<file path="src/rtl/flash_array_ctrl.sv">
// Sequencer for a NAND-string flash array macro.
// Handles READ / PROGRAM (with verify and per-bit inhibit) / ERASE.
module flash_array_ctrl #(
    parameter int NUM_BL     = 8,
    parameter int NUM_STR    = 2,
    parameter int WL_PER_STR = 4,
    parameter int T_SETUP    = 2,
    parameter int T_PRECH    = 4,
    parameter int T_SENSE    = 3,
    parameter int T_PGM      = 8,
    parameter int T_ERS      = 16,
    parameter int MAX_PULSES = 4,
    localparam int NROW      = NUM_STR * WL_PER_STR,
    localparam int ROW_W     = $clog2(NROW),
    localparam int WLB       = $clog2(WL_PER_STR)
) (
    input  logic              wb_clk_i,
    input  logic              wb_rst_i,
    input  logic              cmd_valid,
    output logic              cmd_ready,
    input  logic [1:0]        cmd_op,
    input  logic [ROW_W-1:0]  cmd_row,
    input  logic [NUM_BL-1:0] cmd_wdata,
    output logic              rsp_valid,
    input  logic              rsp_ready,
    output logic [NUM_BL-1:0] rsp_data,
    output logic              rsp_fail,
    output logic              busy,
    output logic [NUM_STR-1:0] ssl_o,
    output logic [NUM_STR-1:0] gsl_o,
    output logic [NROW-1:0]   wl_sel_o,
    output logic [NROW-1:0]   wl_pass_o,
    output logic              wl_pgm_o,
    output logic              sl_o,
    output logic              vbpw_o,
    output logic [NUM_BL-1:0] bl_drive_o,
    output logic              bl_oe_o,
    output logic              sen1_o,
    output logic              sen2_o,
    output logic              out_en_o,
    input  logic [NUM_BL-1:0] sa_out_i
);

    localparam int CW = $clog2(T_SETUP + T_PRECH + T_SENSE + T_PGM + T_ERS + 1);
    localparam int PW = $clog2(MAX_PULSES + 1);
    localparam logic [NROW-1:0] STR_MASK = NROW'((64'd1 << WL_PER_STR) - 64'd1);
    localparam logic [1:0] OP_RD  = 2'b00;
    localparam logic [1:0] OP_PGM = 2'b01;
    localparam logic [1:0] OP_ERS = 2'b10;

    typedef enum logic [3:0] {
        S_IDLE, S_SETUP, S_PRECH, S_SENSE1, S_SENSE2,
        S_LATCH, S_PGM, S_PGM_REC, S_ERS, S_RESP
    } state_t;

    state_t            state, state_d;
    logic [CW-1:0]     cnt;
    logic [1:0]        op_q;
    logic [ROW_W-1:0]  row_q;
    logic [NUM_BL-1:0] wdata_q, mask_q;
    logic [PW-1:0]     pulse_q;

    logic accept, illegal, done, pv_pass, last_pulse;
    logic [ROW_W-1:0] str_idx, str_base;

    assign cmd_ready  = (state == S_IDLE) && !wb_rst_i;
    assign accept     = cmd_valid && cmd_ready;
    assign illegal    = (cmd_op == 2'b11) || ((cmd_row >> WLB) >= ROW_W'(NUM_STR));
    assign done       = (cnt == '0);
    assign pv_pass    = (sa_out_i & ~wdata_q) == '0;
    assign last_pulse = (pulse_q + PW'(1)) == PW'(MAX_PULSES);
    assign str_idx    = row_q >> WLB;
    assign str_base   = row_q & ~ROW_W'(WL_PER_STR - 1);

    function automatic logic [CW-1:0] phase_len(input state_t s);
        unique case (s)
            S_SETUP:            phase_len = CW'(T_SETUP - 1);
            S_PRECH:            phase_len = CW'(T_PRECH - 1);
            S_SENSE1, S_SENSE2: phase_len = CW'(T_SENSE - 1);
            S_PGM:              phase_len = CW'(T_PGM - 1);
            S_ERS:              phase_len = CW'(T_ERS - 1);
            default:            phase_len = '0;
        endcase
    endfunction

    always_ff @(posedge wb_clk_i or posedge wb_rst_i) begin
        if (wb_rst_i) state <= S_IDLE;
        else          state <= state_d;
    end

    always_comb begin
        state_d = state;
        unique case (state)
            S_IDLE:    if (accept) state_d = illegal ? S_RESP : S_SETUP;
            S_SETUP:   if (done) state_d = (op_q == OP_PGM) ? S_PGM :
                                           (op_q == OP_ERS) ? S_ERS : S_PRECH;
            S_PRECH:   if (done) state_d = S_SENSE1;
            S_SENSE1:  if (done) state_d = S_SENSE2;
            S_SENSE2:  if (done) state_d = S_LATCH;
            S_LATCH:   state_d = (op_q != OP_PGM || pv_pass || last_pulse) ? S_RESP : S_PGM;
            S_PGM:     if (done) state_d = S_PGM_REC;
            S_PGM_REC: state_d = S_PRECH;
            S_ERS:     if (done) state_d = S_RESP;
            S_RESP:    if (rsp_ready) state_d = S_IDLE;
            default:   state_d = S_IDLE;
        endcase
    end

    always_ff @(posedge wb_clk_i or posedge wb_rst_i) begin
        if (wb_rst_i) begin
            cnt      <= '0;
            op_q     <= '0;
            row_q    <= '0;
            wdata_q  <= '0;
            mask_q   <= '0;
            pulse_q  <= '0;
            rsp_data <= '0;
            rsp_fail <= 1'b0;
        end else begin
            if (state_d != state) cnt <= phase_len(state_d);
            else if (!done)       cnt <= cnt - CW'(1);
            if (accept) begin
                op_q     <= cmd_op;
                row_q    <= cmd_row;
                wdata_q  <= cmd_wdata;
                mask_q   <= cmd_wdata;
                pulse_q  <= '0;
                rsp_data <= '0;
                rsp_fail <= illegal;
            end
            if (state == S_LATCH) begin
                rsp_data <= sa_out_i;
                // Cells that already read programmed stay inhibited on later pulses
                if (op_q == OP_PGM) begin
                    mask_q <= mask_q | ~sa_out_i;
                    if (!pv_pass) begin
                        pulse_q <= pulse_q + PW'(1);
                        if (last_pulse) rsp_fail <= 1'b1;
                    end
                end
            end
        end
    end

    logic act, wl_on;

    always_comb begin
        act   = !(state == S_IDLE || state == S_RESP);
        wl_on = (state == S_SETUP && op_q != OP_ERS) ||
                (state inside {S_PRECH, S_SENSE1, S_SENSE2, S_LATCH, S_PGM});
        busy       = state != S_IDLE;
        rsp_valid  = state == S_RESP;
        ssl_o      = act ? (NUM_STR'(1) << str_idx) : '0;
        gsl_o      = ssl_o;
        wl_sel_o   = wl_on ? (NROW'(1) << row_q) : '0;
        wl_pass_o  = wl_on ? ((STR_MASK << str_base) & ~(NROW'(1) << row_q)) : '0;
        wl_pgm_o   = state == S_PGM;
        sl_o       = state == S_ERS;
        vbpw_o     = state == S_ERS;
        bl_oe_o    = (state == S_PRECH) || (state == S_PGM);
        bl_drive_o = '0;
        if (state == S_PRECH) bl_drive_o = '1;
        if (state == S_PGM)   bl_drive_o = mask_q;
        sen1_o     = state == S_SENSE1;
        sen2_o     = state == S_SENSE2;
        out_en_o   = state == S_LATCH;
    end

endmodule

</file>
<file path="config.mk">
export PLATFORM = sky130hd
export DESIGN_NAME = flash_array_ctrl
export DESIGN_NICKNAME = d
export VERILOG_FILES = /design/src/rtl/flash_array_ctrl.sv
export SDC_FILE = /design/constraint.sdc
export NUM_CORES = 1
export LEC_CHECK = 0
export ABC_CLOCK_PERIOD_IN_PS = 5600
export BUFFER_PORTS_ARGS = -buffer_cell sky130_fd_sc_hd__buf_4
export CORE_UTILIZATION = 30
export CTS_BUF_LIST = sky130_fd_sc_hd__clkbuf_4 sky130_fd_sc_hd__clkbuf_8
export DETAILED_ROUTE_END_ITERATION = 12
export HOLD_SLACK_MARGIN = 0.15
export PLACE_DENSITY = 0.53
export RECOVER_POWER = 50
export SLEW_MARGIN = 20
export SYNTH_ARGS = -nofsm -noshare
export SYNTH_HDL_FRONTEND = slang
export SYNTH_SLANG_ARGS = --single-unit
export TNS_END_PERCENT = 100
</file>
<file path="constraint.sdc">
create_clock -name wb_clk_i -period 5.6 [get_ports wb_clk_i]
set_input_delay 0.28 -clock wb_clk_i [delete_from_list [all_inputs] [get_ports wb_clk_i]]
set_output_delay 0.28 -clock wb_clk_i [all_outputs]
set_load 0.02 [all_outputs]
</file>
==> impl_metrics.csv <==
group,metric,value,unit
outcome,status,"finished, violations left",
outcome,failed_checks,"capacitance limit, slew limit",
drt,ant_nets,0,
synthesis,synth_compound_area_frac,0.1533,
critical_path,cp.required,5.77,ns
global_route,grt_pass1_vias,2174,
sta,final-hold-violation-count,0,
sta,fmax,278.9,MHz
cts,cts.sinks,43,
critical_path,crit_path_end_kind,"flip-flop",
sta,rsz0062_at_grt,"no",
drt,first_iter_violations,128,
synthesis,ys_types,58,
cts,clockRootBuffer,"clkbuf_8",
synthesis,synth.net_count,333,
synthesis,synthArstFlopShare,1.000,
critical_path,path_class,"in2reg",
power_and_ir_drop,internal_power,1.010,mW
hold_path,hold_class,"in2reg",
critical_path,path_cells,"clkbuf_1, inv_1, clkbuf_1, nand4_1, clkbuf_1, a221o_1",
finish,drive_gt1_frac,0.2186,
finish,final.fill_count,857,
synthesis,synth_edf_count,0,
power_and_ir_drop,seq_power_share,0.296,
finish,final_common_cell,"nand2_1",
finish,most-common-layout-cells,"nand2_1 (70), buf_4 (56), dfrtp_1 (43)",
critical_path,cp_max_fo,44,
power_and_ir_drop,p_leak,1.550,nW
global_route,antenna_found_initial,0,
power_and_ir_drop,peakVddDrop,0.1453,mV
finish,diodes,0,
power_and_ir_drop,pwr-share-clk,0.105,
die,ios,72,
power_and_ir_drop,power.density,603.6,nW/um2
synthesis,yosysWarnings,0,
die,fp-row-count,33,
finish,multiInputGateArea,1366,um2
synthesis,synth-xor-area-share,0.01634,
synthesis,synth.avg_cell_area,8.537,um2
global_route,overflow,0,
die,die_area,9055,um2
die,fp.dieH,95.16,um
run,drv_cap,1,
critical_path,cpPeakStageDelay,1.68,ns
cts,clk_latency,0.30,ns
critical_path,crit_top_cell,"clkbuf_1",
synthesis,synth_mux_area_frac,0.01922,
placed_design,place_hpwl,4804,um
cts,tritoncts,"built",
finish,nets,393,
global_route,grt_max_degree,45,
critical_path,crit_family,"buffers and inverters",
synthesis,synthAdderAreaFrac,0.01442,
sta,finalSetupViolCount,0,
cts,cts_buffer_depth,2,
sta,setup_tns,0,ns
cts,cts_setup_buffers,0,
sta,worstMarginPinSlew,2.375,ns
drt,routed_wl,6549,um
placed_design,place.gp.congestion,0.7868,
sta,relSlewSlack,-0.5832,
finish,finalNonFillerCells,471,
cts,h-tree-depth,2,
synthesis,synth_top_area_frac,0.4133,
cts,cts_hold_buffers,0,
cts,cts_resized,0,
drt,avgViaCountPerCell,4.898,
power_and_ir_drop,switchingPower,916.4,uW
sta,post-route-period-util,0.6403,
power_and_ir_drop,p_sw_frac,0.4757,
die,die_w,95.16,um
finish,area_growth,22.59,%
critical_path,arrival,3.76,ns
synthesis,syn_inst,305,
power_and_ir_drop,p_comb_frac,0.599,
critical_path,cp_slowest_cell,"clkbuf_1",
drt,firstDrtPassIters,5,
sta,fin_skew,0.01093,ns
synthesis,ys.flop_type,"dfrtp_1",
die,start_util,0.3137,
placed_design,port_buffers,71,
global_route,grt_pass1_wl,10790,um
synthesis,syn-cell-area,2604,um2
synthesis,synthTopCellsByArea,"dfrtp_1 (41%), nand2_1 (10%), nor2_1 (4.5%)",
synthesis,ys_ff_latch,43,
die,core_area,8299,um2
critical_path,worst_setup_path_start_kind,"input port",
sta,finalMaxSlewViolations,45,
synthesis,synth_top_family_by_area,"simple AND/OR/NAND/NOR gates",
placed_design,dp.cells,463,
critical_path,critPathBufInv,4,
drt,wl_per_cell,13.90,um
cts,cts_buffers,5,
drt,vias,2307,
synthesis,seq_area_frac_synth,0.4133,
sta,period_minus_slack,3.586,ns
synthesis,synth-simple-area-share,0.3215,
drt,drc,0,
cts,clk_pin_slew,0.09,ns
synthesis,synth.largest_area_cell,"dfrtp_1",
global_route,track_usage,0.1553,
finish,ff_latch_area,1076,um2
-- final timing paths --
path | to | slack, ns | start | cells after the start
min in group asynchronous | row_q[2] | 0.91 | wb_rst_i | 3
max reg2reg | cnt[3] | 2.49 | state[0] | 7
max | rsp_fail | 2.01 | wb_rst_i | 6
min reg2reg | wdata_q[3] | 0.47 | wdata_q[3] | 2
max in group asynchronous | pulse_q[2] | 3.33 | wb_rst_i | 3
min | row_q[0] | 0.17 | cmd_row[0] | 3
-- flip-flops by register name (all words and copies together), names as in the netlist --
| signal | count |
|---|---|
| cnt | 6 |
| mask_q | 8 |
| state | 4 |
| pulse_q | 3 |
| rsp_data | 8 |
| wdata_q | 8 |
| rsp_fail | 1 |
| op_q | 2 |
| row_q | 3 |
-- metrics by stage --
stage / setup WS (ns) / utilization / power [mW] / hold slack [ns] / instance area (um2)
detailed placement: 2.497 / 0.3816 / 1.763 / 0.4547 / 3167
global placement: 2.553 / 0.3816 / 1.755 / 0.4500 / 3167
CTS: 2.469 / 0.3923 / 1.973 / 0.1591 / 3256
global route: 1.337 / 0.3846 / 2.104 / 0.1569 / 3192
finish: 2.014 / 0.3846 / 1.927 / 0.1662 / 3192
floorplan: 2.900 / - / 1.450 / 0.3854 / 2604
-- layer usage --
layer	GRT usage	share of wire	up-vias
met5	0	0	-
met4	0.03788	0.0093	0
met3	0.02951	0.046	6
met2	0.2268	0.45	64
met1	0.2328	0.50	1083
li1	-	-	1154
-- worst min-delay path, stage by stage --
cell     delay, ns
buf_4         0.08
nand2_1       0.04
nand2_1       0.04
-- layout make-up --
cell class / count / area share
multi-input cells: 230 / 0.4281
flip-flops and latches: 43 / 0.3371
repair buffers: 73 / 0.1517
well taps: 105 / 0.04116
clock buffers: 6 / 0.02391
inverters: 12 / 0.01411
clock inverters: 2 / 0.003920
-- synthesized netlist by cell type (2+ instances only) --
cell	instances
nand2_1	70
dfrtp_1	43
nor2_1	31
nand2b_1	14
nand3_1	14
inv_1	11
clkbuf_1	10
o211ai_1	8
o21a_1	8
o21ai_0	8
nor3_1	7
mux2i_1	5
nor2b_1	5
a21oi_1	4
buf_4	4
and2_1	3
buf_2	3
buf_6	3
ha_1	3
nor4b_1	3
xnor2_1	3
a211o_2	2
a31oi_1	2
and3_1	2
nand4_1	2
nor3b_1	2
o2111ai_1	2
o22ai_1	2
or4b_1	2
-- power by group through the flow --
stage | Sequential (mW) | Combinational (mW) | Clock [mW]
5_1_grt | 0.595 | 1.28 | 0.224
6_report | 0.570 | 1.15 | 0.202
3_3_place_gp | 0.575 | 1.18 | 0
2_1_floorplan | 0.527 | 0.924 | 0
3_5_place_dp | 0.575 | 1.19 | 0
4_1_cts | 0.571 | 1.19 | 0.210
-- kinds of logic (layout without fill, tap and decap cells) --
group	after synthesis	count (layout)
AO/OA/AOI/OAI	50	50
XOR/XNOR	4	4
adder cells (fa/ha/maj)	3	3
flip-flops	43	43
buffers and inverters	32	93
multiplexers	5	5
AND/OR/NAND/NOR	168	168
No activity file was read; power rests on OpenSTA's default activity.
